[src/rtl/terrain_crater.sv]
// terrain_crater: carves a filled circular crater into the terrain bitmap.
// Each affected row is read, the disc span is cleared, and the row is written back.
// Optional feature: define TERRAIN_CRATER_COUNT_EN to add the pixels_removed counter.
module terrain_crater #(
    parameter int WIDTH  = 512,
    parameter int ROWS   = 480,
    parameter int R_MAX  = 63,
    parameter int RD_LAT = 1,
    localparam int RW    = $clog2(R_MAX + 1),
    localparam int XW    = $clog2(WIDTH),
    localparam int YW    = $clog2(ROWS) + 1
) (
    input  logic              clk,
    input  logic              reset_n,
    input  logic              start,
    input  logic [XW-1:0]     cx,
    input  logic [YW-1:0]     cy,
    input  logic [RW-1:0]     radius,
    output logic              busy,
    output logic              done,
    output logic [YW-1:0]     read_addr,
    input  logic [WIDTH-1:0]  terrain_out,
    output logic              we,
    output logic [YW-1:0]     write_addr,
    output logic [WIDTH-1:0]  terrain_in
`ifdef TERRAIN_CRATER_COUNT_EN
    ,
    output logic [15:0]       pixels_removed
`endif
);

    typedef enum logic [2:0] {
        ST_IDLE,
        ST_ADDR,
        ST_WAIT,
        ST_FIT,
        ST_WRITE,
        ST_DONE
    } state_t;

    state_t                state_q;
    logic                  busy_q, done_q, we_q;
    logic [YW-1:0]         read_addr_q, write_addr_q;
    logic [WIDTH-1:0]      terrain_in_q;
    logic [WIDTH-1:0]      row_q;
    logic [XW-1:0]         cx_q;
    logic [2*RW-1:0]       r2_q;
    logic signed [RW:0]    dy_q;
    logic [RW-1:0]         hw_q;
    logic [YW-1:0]         y_q, yEnd_q;
    logic [7:0]            waitCnt_q;

    // Start-of-crater geometry: first in-range row, its dy, and the last in-range row.
    logic [YW-1:0]         radExt, yStart_d, yTop, yEnd_d;
    logic                  startBelow;
    logic signed [RW:0]    dyStart_d;
    logic [2*RW-1:0]       r2_d;

    always_comb begin
        radExt     = {{(YW-RW){1'b0}}, radius};
        startBelow = cy < radExt;
        yStart_d   = startBelow ? '0 : cy - radExt;
        dyStart_d  = startBelow ? -$signed({1'b0, cy[RW-1:0]}) : -$signed({1'b0, radius});
        yTop       = cy + radExt;
        yEnd_d     = (yTop > YW'(ROWS - 1)) ? YW'(ROWS - 1) : yTop;
        r2_d       = {{RW{1'b0}}, radius} * {{RW{1'b0}}, radius};
    end

    // Fit test: hw is the exact half-width when hw^2+dy^2 <= r2 < (hw+1)^2+dy^2.
    logic [RW-1:0]         dyAbs;
    logic [RW:0]           hwP1;
    logic [2*RW-1:0]       dySq, hwSq;
    logic [2*RW+1:0]       hwP1Sq, loSum, hiSum, r2Ext;
    logic                  fits, grow;

    always_comb begin
        dyAbs  = RW'(dy_q[RW] ? -dy_q : dy_q);
        hwP1   = (RW+1)'(hw_q) + (RW+1)'(1);
        dySq   = {{RW{1'b0}}, dyAbs} * {{RW{1'b0}}, dyAbs};
        hwSq   = {{RW{1'b0}}, hw_q} * {{RW{1'b0}}, hw_q};
        hwP1Sq = {{(RW+1){1'b0}}, hwP1} * {{(RW+1){1'b0}}, hwP1};
        r2Ext  = {2'b00, r2_q};
        loSum  = {2'b00, hwSq} + {2'b00, dySq};
        hiSum  = hwP1Sq + {2'b00, dySq};
        fits   = (loSum <= r2Ext) && (hiSum > r2Ext);
        grow   = hiSum <= r2Ext;
    end

    // Span mask cx-hw..cx+hw, compared signed so the left edge may go negative and clip.
    logic signed [XW+1:0]  leftEdge, rightEdge;
    logic [WIDTH-1:0]      mask;

    always_comb begin
        leftEdge  = $signed({2'b00, cx_q}) - $signed({{(XW+2-RW){1'b0}}, hw_q});
        rightEdge = $signed({2'b00, cx_q}) + $signed({{(XW+2-RW){1'b0}}, hw_q});
        mask      = '0;
        for (int x = 0; x < WIDTH; x++) begin
            mask[x] = (x >= int'(leftEdge)) && (x <= int'(rightEdge));
        end
    end

`ifdef TERRAIN_CRATER_COUNT_EN
    logic [15:0]           count_q;
    logic [15:0]           rowPop;
    logic [WIDTH-1:0]      rowHit;

    // Number of solid pixels the current span removes from the held row.
    always_comb begin
        rowHit = row_q & mask;
        rowPop = '0;
        for (int x = 0; x < WIDTH; x++) begin
            rowPop = rowPop + 16'(rowHit[x]);
        end
    end
`endif

    // Main sequencer: walks rows top to bottom doing read, fit, write; all outputs registered.
    always_ff @(posedge clk or negedge reset_n) begin
        if (!reset_n) begin
            state_q      <= ST_IDLE;
            busy_q       <= 1'b0;
            done_q       <= 1'b0;
            we_q         <= 1'b0;
            read_addr_q  <= '0;
            write_addr_q <= '0;
            terrain_in_q <= '0;
            row_q        <= '0;
            cx_q         <= '0;
            r2_q         <= '0;
            dy_q         <= '0;
            hw_q         <= '0;
            y_q          <= '0;
            yEnd_q       <= '0;
            waitCnt_q    <= '0;
`ifdef TERRAIN_CRATER_COUNT_EN
            count_q      <= '0;
`endif
        end else begin
            case (state_q)
                ST_IDLE: begin
                    if (start) begin
                        cx_q        <= cx;
                        r2_q        <= r2_d;
                        hw_q        <= '0;
                        dy_q        <= dyStart_d;
                        y_q         <= yStart_d;
                        yEnd_q      <= yEnd_d;
                        read_addr_q <= yStart_d;
                        busy_q      <= 1'b1;
                        state_q     <= ST_ADDR;
`ifdef TERRAIN_CRATER_COUNT_EN
                        count_q     <= '0;
`endif
                    end
                end
                ST_ADDR: begin
                    waitCnt_q <= 8'd1;
                    state_q   <= ST_WAIT;
                end
                ST_WAIT: begin
                    if (waitCnt_q == 8'(RD_LAT)) begin
                        row_q   <= terrain_out;
                        state_q <= ST_FIT;
                    end else begin
                        waitCnt_q <= waitCnt_q + 8'd1;
                    end
                end
                ST_FIT: begin
                    if (fits) begin
                        we_q         <= 1'b1;
                        write_addr_q <= y_q;
                        terrain_in_q <= row_q & ~mask;
                        state_q      <= ST_WRITE;
                    end else if (grow) begin
                        hw_q <= hw_q + RW'(1);
                    end else begin
                        hw_q <= hw_q - RW'(1);
                    end
                end
                ST_WRITE: begin
                    we_q <= 1'b0;
`ifdef TERRAIN_CRATER_COUNT_EN
                    count_q <= count_q + rowPop;
`endif
                    if (y_q == yEnd_q) begin
                        done_q  <= 1'b1;
                        state_q <= ST_DONE;
                    end else begin
                        y_q         <= y_q + YW'(1);
                        dy_q        <= dy_q + (RW+1)'(1);
                        read_addr_q <= y_q + YW'(1);
                        state_q     <= ST_ADDR;
                    end
                end
                ST_DONE: begin
                    done_q  <= 1'b0;
                    busy_q  <= 1'b0;
                    state_q <= ST_IDLE;
                end
                default: state_q <= ST_IDLE;
            endcase
        end
    end

    assign busy       = busy_q;
    assign done       = done_q;
    assign we         = we_q;
    assign read_addr  = read_addr_q;
    assign write_addr = write_addr_q;
    assign terrain_in = terrain_in_q;
`ifdef TERRAIN_CRATER_COUNT_EN
    assign pixels_removed = count_q;
`endif

endmodule

[config.mk]
export PLATFORM = sky130hd
export DESIGN_NAME = terrain_crater
export DESIGN_NICKNAME = d
export VERILOG_FILES = /design/src/rtl/terrain_crater.sv
export SDC_FILE = /design/constraint.sdc
export NUM_CORES = 2
export LEC_CHECK = 0
export BUFFER_PORTS_ARGS = -buffer_cell sky130_fd_sc_hd__buf_2
export CORE_AREA = 4 4 414 416
export DETAILED_ROUTE_END_ITERATION = 16
export DIE_AREA = 0 0 418 420
export PLACE_DENSITY = 0.54
export SYNTH_ARGS = -nofsm -noshare
export SYNTH_HDL_FRONTEND = slang
export SYNTH_SLANG_ARGS = --single-unit
[constraint.sdc]
create_clock -name clk -period 25 [get_ports clk]
set_input_delay 1.25 -clock clk [delete_from_list [all_inputs] [get_ports clk]]
set_output_delay 1.25 -clock clk [all_outputs]
set_load 0.01 [all_outputs]
======== Word-level counts from Yosys, hierarchy flattened ========
Index checks and enable logic that the tools add are counted.
storage, ports and cells
  flip-flop bits (word level) ............. 1,102
  input port bits ......................... 540
  output and inout bits ................... 535
  logic and storage cells ................. 1,635
cells by class
  add/sub/neg operators ................... 15
  multiply operators ...................... 4
  $lt $le $gt $ge ......................... 1,029
  equal/unequal tests ..................... 14
  mux-type cells .......................... 27
  bitwise operators ....................... 2
  reductions and logical operators ........ 530
operators by type and width
  cell                  number
  $ge 10x10->1 const A  256
  $le 9x10->1 const A   256
  $ge 9x10->1 const A   128
  $le 8x10->1 const A   128
  $ge 8x10->1 const A   64
  $le 7x10->1 const A   64
  $logic_and 1x1->1     513
  $and 512x512->512     1
  $not 512->512         1
  $ge 7x10->1 const A   32
  $le 6x10->1 const A   32
  $ge 6x10->1 const A   16
  $le 5x10->1 const A   16
  $ge 5x10->1 const A   8
  $le 4x10->1 const A   8
  $ge 4x10->1 const A   4
  $le 3x10->1 const A   4
  $mux 10               4
  $mul 6x6->12          3
  $mux 6                4
  $mux 7                3
  $ge 3x10->1 const A   2
  $le 1x10->1 const A   2
  $le 2x10->1 const A   2
  other kinds (41)      70

======== Logic depth before layout (Yosys ltp) ========
  word-level depth ........................ 8
  mapped depth ............................ 42
  gate-level depth less buffers ........... 42

======== Least setup slack after synthesis ========
OpenSTA, ideal clock, no wires.
  path type ............................... register to register
  start point ............................. register dy_q[0]
  end point ............................... register hw_q[5]
  library setup time ...................... 0.065 ns
  arrival ................................. 9.216 ns
  required time ........................... 24.935 ns
  slack ................................... 15.719 ns
  stages on the path, launching flop included .. 40
  path buffers ............................ 0
  clock period less this slack ............ 9.281 ns
  path through ............................ dfrtp_1 > or3_1 > o31ai_1 > xor2_1 > nor2_1 > fa_1 > inv_1 > fa_1 > fa_1 > inv_1 > ha_1 > a31oi_1 > xnor2_1 > fa_1 > fa_1 > inv_1 > fa_1 > inv_1 > [4 not listed] > a21o_1 > a21oi_1 > xnor2_1 > ha_1 > o21ai_0 > a21oi_1 > a211oi_1 > o22a_1 > inv_1 > ha_1 > a21o_1 > a21oi_1 > o21bai_1 > a21oi_1 > xnor2_1 > or3_1 > a21oi_1 > a31o_2
between the ends
  word-level cells in the longest chain between the ends .. 8
  elaborated cells on any way between the ends .. 14
  classes of those cells .................. add/sub: 3; mul: 1; order compare: 3; eq/ne: 1; mux: 4; reduce/logical: 2
RTL lines
  element                                           line     text
  start: declaration                                48       logic signed [RW:0] dy_q;
  start signal: assignment                          145      dy_q <= dyStart_d;
  start signal: assignment                          190      dy_q <= dy_q + (RW+1)'(1);
  $neg 6->6                                         77       dyAbs = RW'(dy_q[RW] ? -dy_q : dy_q);
  $mux 6 (*)                                        77
  $mul 6x6->12 (*)                                  79       dySq = {{RW{1'b0}}, dyAbs} * {{RW{1'b0}}, dyAbs};
  $add 14x12->14 or $add 12x12->13 (tied branches)  84, 83
  $le 14x12->1 (tied with other cells)              86       grow = hiSum <= r2Ext;
  $mux 6 or $logic_and 1x1->1 (tied branches)       174, 85
  $mux 6 or $ne 2x2->1 (tied branches)              --
  $pmux 6 s2 or $reduce_and 3->1 (tied branches)    --
  end signal: assignment                            175      hw_q <= hw_q + RW'(1);
  end signal: assignment                            177      hw_q <= hw_q - RW'(1);
  end: declaration                                  49       logic [RW-1:0] hw_q;
Every way passes the cells marked *; elsewhere a longest branch is shown, timed or not. The select of a mux whose other input is x is not followed.
A chain may end at the register's enable or synchronous reset.

======== Worst setup path after layout ========
  start point ............................. register dy_q[0]
  end point ............................... register terrain_in_q[481] (netlist: terrain_in[481])
between the ends
  word-level cells in the longest chain between the ends .. 7
  elaborated cells on any way between the ends .. 9
  classes of those cells .................. add/sub: 3; mul: 1; order compare: 2; mux: 1; reduce/logical: 2
RTL lines
  element                                           line    text
  $neg 6->6                                         77
  $mux 6 (*)                                        77
  $mul 6x6->12 (*)                                  79
  $add 14x12->14 or $add 12x12->13 (tied branches)  84, 83
  $gt 14x12->1 or $le 13x12->1 (tied branches)      85      fits = (loSum <= r2Ext) && (hiSum > r2Ext);
  $logic_and 1x1->1 (*)                             85
  $reduce_and 2->1 (no line) (*)                    --
  end signal: assignment                            172     terrain_in_q <= row_q & ~mask;
  end: declaration                                  44      logic [WIDTH-1:0] terrain_in_q;
Every way passes the cells marked *; elsewhere a longest branch is shown, timed or not.

==> run summary <==
Status -> complete, but fails checks
Violated checks -> capacitance limit, slew limit
Critical Path Start Type -> register
Max cap viols -> 3
Layout Skew -> 0.05327 ns
CTS tree -> done
Sequential share of the synthesized area -> 0.4685
Total grt overflow -> 0
Post-CTS Resized -> 0
Fin util -> 0.4305
Origin of the critical flop-to-flop path -> dy_q[0]
Max Freq -> 0.08486 GHz
Critical Path Source -> dy_q[0]
Number of enable flip-flop cells after synthesis -> 0
Antenna violations before repair -> 91
Footprint of the multi-input gates -> 29400 um^2
Inserted Clock Buffers -> 120
CTS Root Cell -> clkbuf_16
Drt pass-1 iters -> 9
Dpl hpwl -> 302100 um
Most frequent cell after synthesis -> dfrtp_1
Wirelength per Cell -> 40.87 um
Post-CTS Hold Fix Bufs -> 0
Die Ht -> 420 um
Row cnt -> 150
Vias in the first global route -> 58640
Clk_lat worst skew -> 0.85 ns
Share of post-route cells with drive strength above 1 -> 0.2907
Register Area -> 27550 um^2
Worst hold-check path type -> reg2reg
Core Region -> 167200 um^2
Clock tree buffer depth -> 3
Fin nets -> 8113
Max FO, Critical Path -> 206
Largest stage delay on the critical path -> 0.83 ns
Input/output buffers -> 1074
CP Capture Type -> register
IO Count -> 1075
Mapped Area -> 58810 um^2
Rel. slew slack -> -0.009100
Die width -> 418 um
Synth warn -> 0
Post-route ant nets -> 0
Largest net degree at the start of global routing -> 219
Yosys reg bits -> 1101
Top cells by count, synth -> dfrtp_1 (1101), nand2_1 (1030), o21ai_0 (793)
Post-Route Setup TNS -> 0 ns
Worst reg2reg path depth -> 35
Final setup fails -> 0
Arrival @ worst endpoint -> 12.52 ns
Setup Fix Bufs, Post-CTS -> 0
First-pass GRT wire length -> 523700 um
Unique masters post-synth -> 89
RSZ-0062 raised after global routing -> no
GP Congestion -> 1.077
Synth area leaders -> dfrtp_1 (47%), mux2_2 (9.9%), o21ai_0 (6.7%)
Required time worst endpoint -> 25.73 ns
Max Slew Vio Count -> 5
Startpoint of the worst hold path -> row_q[498]
# clock sinks -> 1101
Initial Utilization -> 0.3517
Synth top area share -> 0.4685
Iteration-0 DRC Markers -> 8410
Vias per cell -> 6.263
Ys async rst share -> 1.000
Post-layout min period -> 11.78 ns
CP Class -> reg2reg
Total GRT Usage -> 0.4390
H-tree depth -> 3
Clk slew on worst S/H paths -> 0.07 ns
Crit share post-route -> 0.4713
Slew @ Worst Pin -> 1.508 ns
DR vias -> 61020
Hold Path Depth -> 1
DRC viols -> 0
Mapped Cells -> 6347
FILL cells -> 16850
CP dominant cell by count -> fa_1
Main synth FF type -> dfrtp_1
Detailed Route WL -> 398200 um
Syn avg cell area -> 9.266 um^2
Hold violation total from the final report -> 0
Leading area contributor after synthesis -> dfrtp_1
Layout area overhead -> 22.41%
Die footprint -> 175600 um^2
CP max stage cell -> buf_4
-- cell families after synthesis --
| group | count (synthesis) | synth area share |
|---|---|---|
| fa+ha+maj | 197 | 0.04995 |
| buf+inv | 592 | 0.04004 |
| simple gates | 1789 | 0.1278 |
| mux | 526 | 0.1005 |
| other cells | 2 | 0.0001277 |
| xor+xnor | 103 | 0.01534 |
| flops | 1101 | 0.4685 |
| compound gates | 2037 | 0.1978 |
-- sequential cells by signal, indices dropped and copies added (netlist names) --
register,cells
state_q,3
cx_q,9
row_q,512
waitCnt_q,8
r2_q,11
write_addr,10
hw_q,6
yEnd_q,10
busy,1
dy_q,7
done,1
y_q,10
terrain_in,512
we,1
-- cell usage in the layout, fill, tap and decap left out, types with 35 or more instances in the layout --
| cell | n |
|---|---|
| nor2_1 | 326 |
| dfrtp_1 | 1101 |
| a31oi_1 | 45 |
| nand3_1 | 160 |
| a211oi_1 | 39 |
| a22o_1 | 36 |
| inv_1 | 163 |
| xnor2_1 | 61 |
| o21ai_1 | 121 |
| clkbuf_16 | 120 |
| a21oi_1 | 633 |
| ha_1 | 134 |
| o21ai_0 | 784 |
| mux2_2 | 515 |
| buf_2 | 1073 |
| diode_2 | 60 |
| nor3_1 | 70 |
| buf_4 | 248 |
| nand2_1 | 1027 |
| xor2_1 | 35 |
| fa_1 | 62 |
-- final cells by class --
class / instances / share of cell area
well taps: 2204 / 0.03830
clock inverters: 52 / 0.008828
diodes: 60 / 0.002085
clock buffers: 173 / 0.04837
multi-input cells: 4655 / 0.4083
flip-flops and latches: 1101 / 0.3827
repair buffers: 1329 / 0.1026
inverters: 169 / 0.008811
-- stage by stage --
step	setup slack [ns]	instance area [um^2]	hold slack (ns)	cells
2_1_floorplan	15.72	58820	0.4498	6348
3_3_place_gp	13.14	67690	0.4503	9456
3_5_place_dp	13.00	67690	0.4547	9456
4_1_cts	13.00	71810	0.4680	9681
5_1_grt	12.33	71880	0.4834	9695
6_report	13.22	72000	0.4632	9743
-- worst max-delay path, delay by kind of cell (launching register included) --
family | cells | cell delay (ns)
DFF | 1 | 0.49
AOI/OAI and AO/OA | 12 | 2.59
and+or+nand+nor | 4 | 1.32
buffers and inverters | 7 | 2.09
adders and majority gates | 9 | 4.05
xor gates and xnor gates | 3 | 0.82
-- path summary, 6_finish.rpt --
kind | to | slack, ns
max in group asynchronous | terrain_in[289] | 19.57
worst min register to register | terrain_in[498] | 0.46
worst max-delay path | terrain_in[481] | 13.22
worst max register to register | terrain_in[481] | 13.22
worst min-delay path | terrain_in[498] | 0.46
min in group asynchronous | terrain_in[256] | 0.48
-- per-layer routing --
layer,track usage,wire length (um),up-vias
met5,0,473,-
met4,0.2989,32250,62
met3,0.1759,45710,1308
met2,0.6416,169000,4270
met1,0.5299,150700,30900
li1,-,-,24480
Power is left out: the tool's default activity adds up to more than one toggle a clock period on the data nets, which glitch-free logic cannot reach.
